## config.mk

```make
export PLATFORM = sky130hd
export DESIGN_NAME = hb_ram_arbiter
export DESIGN_NICKNAME = d
export VERILOG_FILES = /design/src/rtl/hb_ram_arbiter.sv
export SDC_FILE = /design/constraint.sdc
export NUM_CORES = 1
export LEC_CHECK = 0
export BUFFER_PORTS_ARGS = -buffer_cell sky130_fd_sc_hd__buf_2
export CAP_MARGIN = 20
export CORE_AREA = 2 2 130 132
export DETAILED_ROUTE_END_ITERATION = 12
export DIE_AREA = 0 0 132 134
export PLACE_DENSITY_LB_ADDON = 0.12
export SLEW_MARGIN = 20
export SYNTH_ARGS = -nofsm -noshare
export SYNTH_HDL_FRONTEND = slang
export SYNTH_SLANG_ARGS = --single-unit
```

## constraint.sdc

```tcl
create_clock -name clk -period 2.32 [get_ports clk]
set_input_delay 0.348 -clock clk [delete_from_list [all_inputs] [get_ports clk]]
set_output_delay 0.348 -clock clk [all_outputs]
set_load 0.005 [all_outputs]
```

## src/rtl/hb_ram_arbiter.sv

```systemverilog
// Shares the single-port data RAM between the core load/store port (fixed priority)
// and an auxiliary req/gnt master, with an aging counter that forces aux through.
module hb_ram_arbiter #(
  parameter int MAX_WAIT = 8
) (
  input  logic        clk,
  input  logic        rst_n,
  input  logic        core_read,
  input  logic        core_write,
  input  logic [1:0]  core_wwidth,
  input  logic [31:0] core_raddr,
  input  logic [31:0] core_waddr,
  input  logic [31:0] core_wdata,
  output logic [31:0] core_rdata,
  output logic        core_stall_req,
  input  logic        aux_req,
  input  logic        aux_we,
  input  logic [1:0]  aux_wwidth,
  input  logic [31:0] aux_addr,
  input  logic [31:0] aux_wdata,
  output logic        aux_gnt,
  output logic        aux_rvalid,
  output logic [31:0] aux_rdata,
  output logic        ram_en,
  output logic        ram_we,
  output logic [1:0]  ram_wwidth,
  output logic [31:0] ram_addr,
  output logic [31:0] ram_wdata,
  input  logic [31:0] ram_rdata
);

  typedef enum logic [1:0] {ST_CORE, ST_CORE_RD, ST_AUX_FORCE} state_t;
  typedef enum logic [1:0] {OWN_NONE, OWN_CORE, OWN_AUX} owner_t;

  localparam logic [7:0] MAX_W = 8'(MAX_WAIT);

  state_t      state_q, state_d;
  owner_t      rd_owner_q, rd_owner_d;
  logic [7:0]  wait_cnt_q, wait_cnt_d;
  logic [31:0] hold_q, hold_d;

  logic core_sel;
  logic core_wr_sel;
  logic aux_sel;

  always_comb begin
    state_d        = state_q;
    core_sel       = 1'b0;
    core_wr_sel    = 1'b0;
    aux_sel        = 1'b0;
    core_stall_req = 1'b0;
    unique case (state_q)
      ST_CORE: begin
        if (core_write) begin
          core_sel       = 1'b1;
          core_wr_sel    = 1'b1;
          core_stall_req = core_read;
          if (core_read) state_d = ST_CORE_RD;
        end else if (core_read) begin
          core_sel = 1'b1;
        end else if (aux_req) begin
          aux_sel = 1'b1;
        end
      end
      ST_CORE_RD: begin
        core_sel = core_read;
        state_d  = ST_CORE;
      end
      ST_AUX_FORCE: begin
        aux_sel        = aux_req;
        core_stall_req = core_read | core_write;
        state_d        = ST_CORE;
      end
      default: state_d = ST_CORE;
    endcase

    if (!aux_req || aux_sel) begin
      wait_cnt_d = 8'd0;
    end else if (wait_cnt_q != MAX_W) begin
      wait_cnt_d = wait_cnt_q + 8'd1;
    end else begin
      wait_cnt_d = wait_cnt_q;
    end

    // Forcing only from a plain CORE cycle: an open read+write pair finishes first,
    // and the cycle after a forced turn is always a normal CORE cycle.
    if (state_q == ST_CORE && state_d == ST_CORE && wait_cnt_d == MAX_W) begin
      state_d = ST_AUX_FORCE;
    end
  end

  always_comb begin
    ram_en     = core_sel | aux_sel;
    ram_we     = 1'b0;
    ram_wwidth = 2'd0;
    ram_addr   = 32'd0;
    ram_wdata  = 32'd0;
    if (core_sel) begin
      ram_we   = core_wr_sel;
      ram_addr = core_wr_sel ? core_waddr : core_raddr;
      if (core_wr_sel) begin
        ram_wwidth = core_wwidth;
        ram_wdata  = core_wdata;
      end
    end else if (aux_sel) begin
      ram_we     = aux_we;
      ram_wwidth = aux_wwidth;
      ram_addr   = aux_addr;
      ram_wdata  = aux_wdata;
    end
  end

  always_comb begin
    rd_owner_d = OWN_NONE;
    if (ram_en && !ram_we) begin
      rd_owner_d = core_sel ? OWN_CORE : OWN_AUX;
    end
    hold_d = (rd_owner_q == OWN_CORE) ? ram_rdata : hold_q;
  end

  assign aux_gnt    = aux_sel;
  assign aux_rvalid = (rd_owner_q == OWN_AUX);
  assign aux_rdata  = ram_rdata;
  // Load data stays visible to the core across later stall cycles.
  assign core_rdata = (rd_owner_q == OWN_CORE) ? ram_rdata : hold_q;

  always_ff @(posedge clk or negedge rst_n) begin
    if (!rst_n) begin
      state_q    <= ST_CORE;
      rd_owner_q <= OWN_NONE;
      wait_cnt_q <= 8'd0;
      hold_q     <= 32'd0;
    end else begin
      state_q    <= state_d;
      rd_owner_q <= rd_owner_d;
      wait_cnt_q <= wait_cnt_d;
      hold_q     <= hold_d;
    end
  end

endmodule
```

[After elaboration in Yosys (flattened, before gate mapping)]
Cells that the tools add are included.
Word-level totals
  bits in registers: 44
  bits of input ports: 202
  output and inout port bits: 135
  word-level logic and storage cells: 52
Cells by class
  add/subtract/negate cells: 1
  eq/ne operators: 6
  muxes and demuxes: 31
  bitwise gates (word level): 2
  reduce and logical (&&, ||, !) cells: 8
Operator list (number)
  32-bit two-way mux: 7
  2-bit two-way mux: 9
  8-bit two-way mux: 2
  1-bit two-way mux: 10
  8-bit by 1-bit adder with 8-bit output, second input constant: 1
  8-bit by 4-bit == test with 1-bit output, second input constant: 1
  8-bit by 4-bit != test with 1-bit output, second input constant: 1
  1-bit one-hot mux with 2 select lines: 3
  2-bit by 1-bit == test with 1-bit output, second input constant: 2
  2-bit == test, second input constant: 2
  2-bit logical NOT: 2
  1-bit logical AND: 3
  1-bit logical NOT: 2
  1-bit OR: 2
  1-bit logical OR: 1

[Longest topological paths before layout]
Gate-level depths: netlist of run 1.
  word-level depth: 9
  depth in mapped cells: 6
  mapped depth without buffers: 6

[Least setup slack after synthesis of run 1]
No wires, ideal clock.
  kind: register to output
  start point: register state_q[0]
  end point: output ram_wdata[10]
  arrival time: 1.300 ns
  required time: 1.972 ns
  setup slack: 0.672 ns
  cell stages (with the launch flop): 6
  buffers on the path: 2
  cells stage by stage: dfrtp_1 nor2_1 and2_1 clkbuf_2 clkbuf_1 a22o_1
On the way
  word-level cells in the longest chain between the ends: 4
  elaborated cells on any way between the ends: 9
  classes of those cells: eq/ne: 2; mux: 6; reduce/logical: 1
Ends and longest elaborated chain
  from (decl): line 37  | state_t state_q, state_d;
  from (signal assigned): line 134  | state_q <= state_d;
  2-bit == test or 2-bit logical NOT (tied branches): line 52  | unique case (state_q)
  1-bit one-hot mux with 2 select lines or 1-bit two-way mux (tied branches): line 52
  32-bit two-way mux (on tied branches): line 105, 101
  32-bit two-way mux *: line 98  | if (core_sel) begin
  to (decl): line 28  | output logic [31:0] ram_wdata,
Mark *: on every way between the ends. The rest lies on a longest branch, timed or not.

[Worst setup path after layout of run 1]
  start point: register state_q[1]
  end point: output ram_addr[12]
On the way
  word-level cells in the longest chain between the ends: 4
  elaborated cells on any way between the ends: 9
  classes of those cells: eq/ne: 2; mux: 6; reduce/logical: 1
Ends and longest elaborated chain
  2-bit == test or 2-bit logical NOT (tied branches): line 52
  1-bit one-hot mux with 2 select lines or 1-bit two-way mux (tied branches): line 52
  32-bit two-way mux (on tied branches): line 105, 100
  32-bit two-way mux *: line 98
  to (decl): line 27  | output logic [31:0] ram_addr,
Marks and branches as above.

==> qor.yml, run 1 <==
logic_synthesis:
  synth_top_area_share: 0.349
  ys_seq_area_frac: 0.349
  synth_edf_count: 0
  syn-num-nets: 507
  synthArstFlopShare: 1.00
  yosys-top-cells-count: "dfrtp_1 (44), a22o_1 (34), and3_1 (33), buf_4 (33), a221o_1 (32)"
  netlist_instances: 303
  synth_flop_cell: "dfrtp_1"
  synth.avg_cell_area_um2: 10.4
  synth.most_common_cell: "dfrtp_1"
  ys_ff_latch: 44
  synth_area_leader_cell: "dfrtp_1"
  synthDistinctLibCells: 39
  syn_area_um2: 3150
  synthTopCellsByArea: "dfrtp_1 (35%), mux2_2 (11%), a221o_1 (10%)"
  yosysWarnings: 0
routing:
  firstDrtPassIters: 4
  postRouteAntennaNets: 0
  wl_um: 12700
  wl_per_cell_um: 15.6
  drc: 0
  drt_iter0_drc: 152
  vias: 3598
  avgViaCountPerCell: 4.43
die:
  die-height_um: 134
  core-area_um2: 16300
  dieArea_um2: 17700
  die_w_um: 132
  initial_core_util: 0.193
  pin_count: 337
  rows: 47
place:
  port_buffers: 336
  dp.final_hpwl_um: 10300
  dp.cells: 805
  gp_congestion: 0.874
clocking:
  h-tree-depth: 2
  post-cts-setup-buffers: 0
  cts_tree: "done"
  cts-root-buf: "clkbuf_16"
  cts_made_buffers: 5
  clkSlewWorstSetupHoldPaths_ns: 0.06
  cts_buffer_depth: 2
  worstSkewPairLatency_ns: 0.28
  numClockSinks: 44
critical_path:
  crit_arrival_ns: 1.88
  crit_chain: "o21ba_2, nor3b_4, clkbuf_16, a221o_1, buf_2"
  max_stage_delay_ns: 0.44
  endpoint_kind: "output port"
  cp.buffers_inverters: 2
  path_class: "reg -> out"
  cp_data_required_time_ns: 1.97
  start_kind: "flip-flop"
  slowest_stage: "dfrtp_2"
  cp_max_fo: 70
  cp_top_family: "compound AO/OA/AOI/OAI gates"
status:
  status: "completed"
sta:
  finClkSkew_ns: 0.00506
  hold_viol_final: 0
  max_freq_ghz: 0.450
  slew_headroom: 0.448
  rsz0062_at_grt: "no"
  tightest_slew_ns: 0.828
  period_needed_ns: 2.22
  finalCritPeriodShare: 0.959
  slew_viol_final: 0
  hold_ws_ns: 0.167
  final.setup.tns_ns: 0
  setup_violations: 0
grt:
  antenna_found_initial: 0
  grt_pass1_vias: 3523
  gr-usage-all-layers: 0.131
  grt_pass1_wl_um: 18900
  grt_overflow: 0
  grt_max_degree: 71
layout:
  final_cells: 812
  fillers: 1777
  final_util: 0.301
  area_growth_syn_to_layout_pct: 55.8
  diodes: 0
  layout.nets: 796
  drive_gt1_frac: 0.659
pwr:
  vdd_drop_max_uv: 262
  total_power_mw: 2.42
  power-per-cell-area_nw_per_um2: 494
  p_leak_nw: 2.72
flow_run:
  maxCapViolations: 0
worst_hold_path:
  worst_hold_path_type: "in -> async"
worst register-to-register path, delay by kind of cell, from the launching register on:
kind,cells,cell delay [ns]
compound gates,3,0.67
fa+ha+maj,1,0.22
buf+inv,1,0.11
flops,1,0.45
simple gates,1,0.21
final timing paths:
path | slack (ns) | start | depth (start not counted) | to
max | 0.1 | state_q[1] | 5 | ram_addr[12]
min | 0.17 | rst_n | 1 | hold_q[13]
max reg2reg | 0.58 | wait_cnt_q[0] | 6 | state_q[1]
min reg2reg | 0.48 | hold_q[5] | 1 | hold_q[5]
max in group asynchronous | 1.50 | rst_n | 2 | hold_q[8]
min in group clk | 0.33 | ram_rdata[6] | 2 | hold_q[6]
cells in the final DEF, fill, tap and decap left out, types with 4 or more instances in the layout:
cell type	netlist	routed
o21ai_0	4	4
and3_1	33	33
buf_4	33	5
a22o_1	34	34
nor2_1	9	8
clkbuf_16	0	6
nand2_1	7	7
nand3_1	5	5
buf_2	11	336
a221o_1	32	32
mux2_2	30	30
a21oi_1	5	5
dfrtp_1	44	43
cell families (layout without fill, tap and decap cells):
logic type | Yosys count | after routing | synth area share
AO/OA/AOI/OAI | 83 | 83 | 0.236
AND/OR/NAND/NOR | 73 | 73 | 0.139
buffers and inverters | 64 | 353 | 0.139
flip-flops | 44 | 44 | 0.349
multiplexers | 32 | 32 | 0.114
XOR/XNOR | 5 | 5 | 0.0139
adder cells (fa/ha/maj) | 2 | 2 | 0.00794
registers in the layout, indices dropped and copies added (netlist names):
register	count
hold_q	32
wait_cnt_q	8
state_q	2
rd_owner_q	2
per-stage QoR:
step | instance area [um^2] | setup WS (ns)
final | 4910 | 0.0961
after detailed placement | 4760 | 0.312
after global placement | 4760 | 0.342
after CTS | 4900 | 0.0593
after floorplan | 3150 | 0.672
after global routing | 4910 | 0.0161
power by group:
group | internal, mW | total [mW] | switching, mW
clock network | 0.391 | 0.675 | 0.284
registers | 0.872 | 0.902 | 0.0301
logic | 0.472 | 0.846 | 0.374
total | 1.73 | 2.42 | 0.689
timing repair:
item,CTS,global route
resized for setup,0,3
endpoints found under the setup margin,0,7
hold buffers,0,0
routing by layer:
metal / track usage / vias to the layer above / share of wire
met5: 0 / - / 0
met4: 0.0248 / 0 / 0.010
met3: 0.0272 / 8 / 0.067
met2: 0.231 / 186 / 0.51
met1: 0.167 / 1695 / 0.42
li1: - / 1709 / -
layout make-up:
| cell class | instances | area [um^2] | share of cell area |
|---|---|---|---|
| repair buffers | 343 | 1760 | 0.359 |
| clock buffers | 5 | 125 | 0.0255 |
| clock inverters | 2 | 12.5 | 0.00255 |
| multi-input cells | 195 | 1620 | 0.330 |
| inverters | 3 | 11.3 | 0.00229 |
| flip-flops and latches | 44 | 1100 | 0.225 |
| well taps | 220 | 275 | 0.0561 |
Power figures use the tool's default switching activity.
==> run 2: changes to the inputs <==
--- a/config.mk
+++ b/config.mk
@@ -11,6 +11,7 @@
 export DETAILED_ROUTE_END_ITERATION = 12
 export DIE_AREA = 0 0 132 134
 export PLACE_DENSITY_LB_ADDON = 0.12
+export REMOVE_ABC_BUFFERS = 1
 export SLEW_MARGIN = 20
 export SYNTH_ARGS = -nofsm -noshare
 export SYNTH_HDL_FRONTEND = slang
==> qor.yml, run 2 (synthesis results as in run 1) <==
die:
  die-height_um: 134  # unchanged
  rows: 47  # unchanged
  pin_count: 337  # unchanged
  die_w_um: 132  # unchanged
  dieArea_um2: 17700  # unchanged
  core-area_um2: 16300  # unchanged
  initial_core_util: 0.193  # unchanged
sta:
  finClkSkew_ns: 0.00530  # was 0.00506 ns
  slew_headroom: 0.687  # was 0.448
  tightest_slew_ns: 0.463  # was 0.828 ns
  hold_ws_ns: 0.323  # was 0.167 ns
  slew_viol_final: 0  # unchanged
  final.setup.tns_ns: 0  # unchanged
  period_needed_ns: 2.23  # was 2.22 ns
  rsz0062_at_grt: "no"  # unchanged
  fin_ws_ns: 0.0869  # was 0.0961 ns
  hold_viol_final: 0  # unchanged
  max_freq_ghz: 0.448  # was 0.450 GHz
  finalCritPeriodShare: 0.963  # was 0.959
  setup_violations: 0  # unchanged
pwr:
  p_seq_frac: 0.341  # was 0.372
  comb_power_share: 0.334  # was 0.349
  power.switching_uw: 726  # was 689 uW
  swShare: 0.274  # was 0.284
  vdd_drop_max_uv: 317  # was 262 uV
  power-per-cell-area_nw_per_um2: 529  # was 494 nW/um^2
  p_clk_frac: 0.325  # was 0.279
  total_power_mw: 2.65  # was 2.42 mW
  p_leak_nw: 2.77  # was 2.72 nW
  p_int_mw: 1.92  # was 1.73 mW
grt:
  antenna_found_initial: 3  # was 0
  grt_pass1_vias: 3592  # was 3,523
  grt_pass1_wl_um: 20600  # was 18,900 um
  gr-usage-all-layers: 0.149  # was 0.131
  grt_overflow: 0  # unchanged
  grt_max_degree: 44  # was 71
routing:
  wl_um: 14300  # was 12,700 um
  postRouteAntennaNets: 0  # unchanged
  drt_iter0_drc: 145  # was 152
  avgViaCountPerCell: 4.54  # was 4.43
  drc: 0  # unchanged
  wl_per_cell_um: 17.6  # was 15.6 um
  firstDrtPassIters: 4  # unchanged
  vias: 3710  # was 3,598
critical_path:
  path_class: "reg -> out"  # unchanged
  endpoint_kind: "output port"  # unchanged
  start_kind: "flip-flop"  # unchanged
  reg2reg_to: "state_q[1]"  # unchanged
  r2r_cells: 6  # unchanged
  worstSetupEndpoint: "ram_wdata[13]"  # was ram_addr[12]
  r2r_setup_slack_ns: 0.51  # was 0.58 ns
  cp_data_required_time_ns: 1.97  # about the same
  crit_arrival_ns: 1.89  # was 1.88 ns
  cp_max_fo: 42  # was 70
  crit_start: "state_q[1]"  # unchanged
  timing.rr.start: "wait_cnt_q[0]"  # unchanged
worst_hold_path:
  min_from: "ram_rdata[5]"
  worst_hold_path_type: "in -> reg"  # was in -> async
clocking:
  worstSkewPairLatency_ns: 0.28  # about the same
  cts_made_buffers: 5  # unchanged
  cts_buffer_depth: 2  # unchanged
  h-tree-depth: 2  # unchanged
  post-cts-setup-buffers: 0  # unchanged
  clkSlewWorstSetupHoldPaths_ns: 0.06  # about the same
  cts_tree: "done"  # unchanged
  cts-root-buf: "clkbuf_16"  # unchanged
  numClockSinks: 44  # unchanged
layout:
  largestRegisters: "hold_q x32, wait_cnt_q x8"  # unchanged
  diodes: 0  # unchanged
  drive_gt1_frac: 0.662  # was 0.659
  final_util: 0.307  # was 0.301
  layout_commonest_cell: "buf_2"  # unchanged
  layout_common_cells: "buf_2 (336), dfrtp_1 (42), a22o_1 (34), and3_1 (33), a221o_1 (32)"  # was buf_2 (336), dfrtp_1 (43), a22o_1 (34), and3_1 (33), a221o_1 (32)
  area_growth_syn_to_layout_pct: 59.0  # was 55.8%
  largest_reg_flops: 32  # unchanged
  stdcell_area_um2: 5010  # was 4910 um^2
  top_register: "hold_q"  # unchanged
  layout.nets: 800  # was 796
  fillers: 1741  # was 1,777
  final_cells: 817  # was 812
place:
  dp_worst_setup_slack_ns: 0.257  # was 0.312 ns
  dp.cells: 808  # was 805
  dp.final_hpwl_um: 12000  # was 10,300 um
  port_buffers: 336  # unchanged
  gp_congestion: 0.910  # was 0.874
  placed_area_um2: 4800  # was 4760 um^2
status:
  status: "completed"  # unchanged
flow_run:
  maxCapViolations: 0  # unchanged
[run 2: what timing repair did]
action                                  in CTS  in global routing
endpoints found under the setup margin      10                  4
endpoints found under the hold margin        9                  0
resized for setup                            2                  4
hold buffers                                 1                  0
[run 2: worst max-delay path, stage by stage (launching register included)]
cell and delay (ns):
dfrtp_2 0.42, o21ba_2 0.20, nor3b_4 0.25, buf_12 0.24, a22o_1 0.30, buf_2 0.16
[run 2: worst min path at each step]
stage | depth (start not counted) | to | slack, ns
global route | 2 | hold_q[30] | 0.32
finish | 2 | hold_q[5] | 0.32
detailed placement | 1 | hold_q[19] | 0.23
CTS | 2 | hold_q[30] | 0.31
global placement | 1 | hold_q[23] | 0.23
floorplan | 0 | hold_q[0] | 0.05
[run 2: final cells by class]
cell class / count / area, um^2 / share of cell area
sequential: 44 / 1100 / 0.220
tap: 220 / 275 / 0.0550
inverter: 3 / 11.3 / 0.00225
clock inverter: 1 / 30.0 / 0.00600
timing repair buffer: 347 / 1810 / 0.362
clock buffer: 7 / 153 / 0.0305
multi-input combinational: 195 / 1620 / 0.324
[run 2: power by group through the flow]
stage / Clock (mW) / Sequential (mW) / Combinational [mW]
floorplan: 0 / 0.908 / 0.355
global placement: 0 / 0.913 / 0.895
detailed placement: 0 / 0.918 / 0.892
CTS: 0.898 / 0.904 / 0.897
global route: 0.928 / 0.915 / 0.969
finish: 0.859 / 0.903 / 0.885
[run 2: per-layer routing]
metal	wire length, um	GRT usage	part of all wire	vias to the layer above
met4	143	0.0302	0.010	6
met1	5760	0.184	0.40	1756
li1	-	-	-	1724
met2	7160	0.263	0.50	209
met3	1250	0.0382	0.087	15
met5	34	0	0.0024	-
==> run 3: changes to the inputs <==
--- a/config.mk
+++ b/config.mk
@@ -10,7 +10,8 @@
 export CORE_AREA = 2 2 130 132
 export DETAILED_ROUTE_END_ITERATION = 12
 export DIE_AREA = 0 0 132 134
-export PLACE_DENSITY_LB_ADDON = 0.12
+export GPL_TIMING_DRIVEN = 0
+export PLACE_DENSITY_LB_ADDON = 0.2
 export REMOVE_ABC_BUFFERS = 1
 export SLEW_MARGIN = 20
 export SYNTH_ARGS = -nofsm -noshare
==> qor.yml, run 3 (synthesis results as in run 1) <==
routing:
  avgViaCountPerCell: 4.42  # was 4.54
  wl_um: 13700  # was 14,300 um
  drt_iter0_drc: 130  # was 145
  vias: 3639  # was 3,710
  wl_per_cell_um: 16.7  # was 17.6 um
  postRouteAntennaNets: 0  # unchanged
  drc: 0  # unchanged
  firstDrtPassIters: 4  # unchanged
critical_path:
  cpMostUsedCell: "buf_12"
  start_kind: "flip-flop"  # unchanged
  cp.buffers_inverters: 4  # was 2
  crit_arrival_ns: 1.92  # was 1.89 ns
  endpoint_kind: "output port"  # unchanged
  r2r_setup_slack_ns: 0.55  # was 0.51 ns
  crit_chain: "o21ba_4, nor3b_4, buf_6, buf_12, buf_12, a221o_1, buf_2"  # was o21ba_2, nor3b_4, buf_12, a22o_1, buf_2
  reg2reg_to: "state_q[1]"  # unchanged
  r2r_cells: 6  # unchanged
  cp_data_required_time_ns: 1.97  # about the same
  cp_top_family: "compound AO/OA/AOI/OAI gates"  # unchanged
  cp_max_fo: 15  # was 42
  timing.rr.start: "wait_cnt_q[0]"  # unchanged
  slowest_stage: "dfrtp_2"  # unchanged
  max_stage_delay_ns: 0.44  # was 0.42 ns
  path_class: "reg -> out"  # unchanged
sta:
  slew_viol_final: 0  # unchanged
  setup_violations: 0  # unchanged
  max_freq_ghz: 0.441  # was 0.448 GHz
  period_needed_ns: 2.27  # was 2.23 ns
  finalCritPeriodShare: 0.977  # was 0.963
  hold_viol_final: 0  # unchanged
  final.setup.tns_ns: 0  # unchanged
  tightest_slew_ns: 0.667  # was 0.463 ns
  slew_headroom: 0.551  # was 0.687
  hold_ws_ns: 0.0616  # was 0.323 ns
  finClkSkew_ns: 0.00740  # was 0.00530 ns
  fin_ws_ns: 0.0537  # was 0.0869 ns
  rsz0062_at_grt: "yes"  # was no
die:
  pin_count: 337  # unchanged
  core-area_um2: 16300  # unchanged
  initial_core_util: 0.193  # unchanged
  die_w_um: 132  # unchanged
  dieArea_um2: 17700  # unchanged
  die-height_um: 134  # unchanged
  rows: 47  # unchanged
clocking:
  cts_tree: "done"  # unchanged
  worstSkewPairLatency_ns: 0.28  # about the same
  cts_buffer_depth: 2  # unchanged
  cts_made_buffers: 5  # unchanged
  cts-root-buf: "clkbuf_16"  # unchanged
  cts_hold_buf: 0  # was 1
  clkSlewWorstSetupHoldPaths_ns: 0.06  # about the same
  numClockSinks: 44  # unchanged
  h-tree-depth: 2  # unchanged
grt:
  antenna_found_initial: 0  # was 3
  grt_max_degree: 45  # was 44
  grt_pass1_wl_um: 20200  # was 20,600 um
  grt_pass1_vias: 3563  # was 3,592
  gr-usage-all-layers: 0.146  # was 0.149
  grt_overflow: 0  # unchanged
place:
  dp_worst_setup_slack_ns: -0.341  # was 0.257 ns
  port_buffers: 336  # unchanged
  dp.cells: 803  # was 808
  placed_area_um2: 4770  # was 4800 um^2
  gp_congestion: 0.842  # was 0.910
  dp.final_hpwl_um: 11100  # was 12,000 um
layout:
  layout.nets: 806  # was 800
  largest_reg_flops: 32  # unchanged
  diodes: 0  # unchanged
  stdcell_area_um2: 5100  # was 5010 um^2
  layout_common_cells: "buf_2 (336), dfrtp_1 (43), a22o_1 (34), and3_1 (33), a221o_1 (32)"  # was buf_2 (336), dfrtp_1 (42), a22o_1 (34), and3_1 (33), a221o_1 (32)
  fillers: 1718  # was 1,741
  layout.area.seq_um2: 1100  # about the same
  top_register: "hold_q"  # unchanged
  drive_gt1_frac: 0.667  # was 0.662
  final_util: 0.313  # was 0.307
  multi_input_area_um2: 1660  # was 1620 um^2
  final_cells: 823  # was 817
  layout_commonest_cell: "buf_2"  # unchanged
  area_growth_syn_to_layout_pct: 61.9  # was 59.0%
  largestRegisters: "hold_q x32, wait_cnt_q x8"  # unchanged
pwr:
  power-per-cell-area_nw_per_um2: 514  # was 529 nW/um^2
  vdd_drop_max_uv: 340  # was 317 uV
  p_leak_nw: 2.83  # was 2.77 nW
  total_power_mw: 2.62  # was 2.65 mW
status:
  status: "completed"  # unchanged
worst_hold_path:
  worst_hold_path_type: "in -> async"  # was in -> reg
flow_run:
  maxCapViolations: 0  # unchanged
-- run 3: where the power goes --
| part | internal [mW] | leakage (nW) | total [mW] | switching [mW] |
|---|---|---|---|---|
| combinational | 0.491 | 2.20 | 0.899 | 0.408 |
| clock | 0.539 | 0.0871 | 0.820 | 0.281 |
| sequential | 0.872 | 0.537 | 0.903 | 0.0304 |
-- run 3: worst max path at each step --
stage / start / to / cells past startpoint
floorplan: core_write / ram_addr[0] / 3
global placement: core_write / ram_addr[25] / 5
detailed placement: core_write / ram_addr[29] / 8
CTS: state_q[1] / ram_addr[29] / 7
global route: state_q[1] / ram_wdata[9] / 7
finish: state_q[1] / ram_addr[29] / 7
-- run 3: worst register-to-register path, delay by kind of cell, from the launching register on --
kind | cells | cell delay (ns)
buffers and inverters | 1 | 0.11
adder cells (fa/ha/maj) | 1 | 0.22
AO/OA/AOI/OAI | 3 | 0.68
AND/OR/NAND/NOR | 1 | 0.21
flip-flops | 1 | 0.46
-- run 3: routing by layer --
layer / up-vias / GRT usage / wire length [um]
li1: 1731 / - / -
met2: 229 / 0.256 / 6860
met5: - / 0 / 0
met4: 0 / 0.0483 / 242
met3: 14 / 0.0314 / 1150
met1: 1665 / 0.177 / 5480
-- run 3: what timing repair did --
action                     4_1_cts  5_1_grt
buffers inserted                 5        4
pin swaps                        4        2
cloned                           2        1
setup endpoints to repair       68       17
gates resized for setup         11        1
-- run 3: final cells by class --
cell class                      instances  area share
Timing Repair Buffer                  352       0.368
Clock inverter                          2     0.00761
Multi-Input combinational cell        196       0.325
Clock buffer                            6      0.0272
Sequential cell                        44       0.216
Inverter                                3     0.00221
Tap cell                              220      0.0540
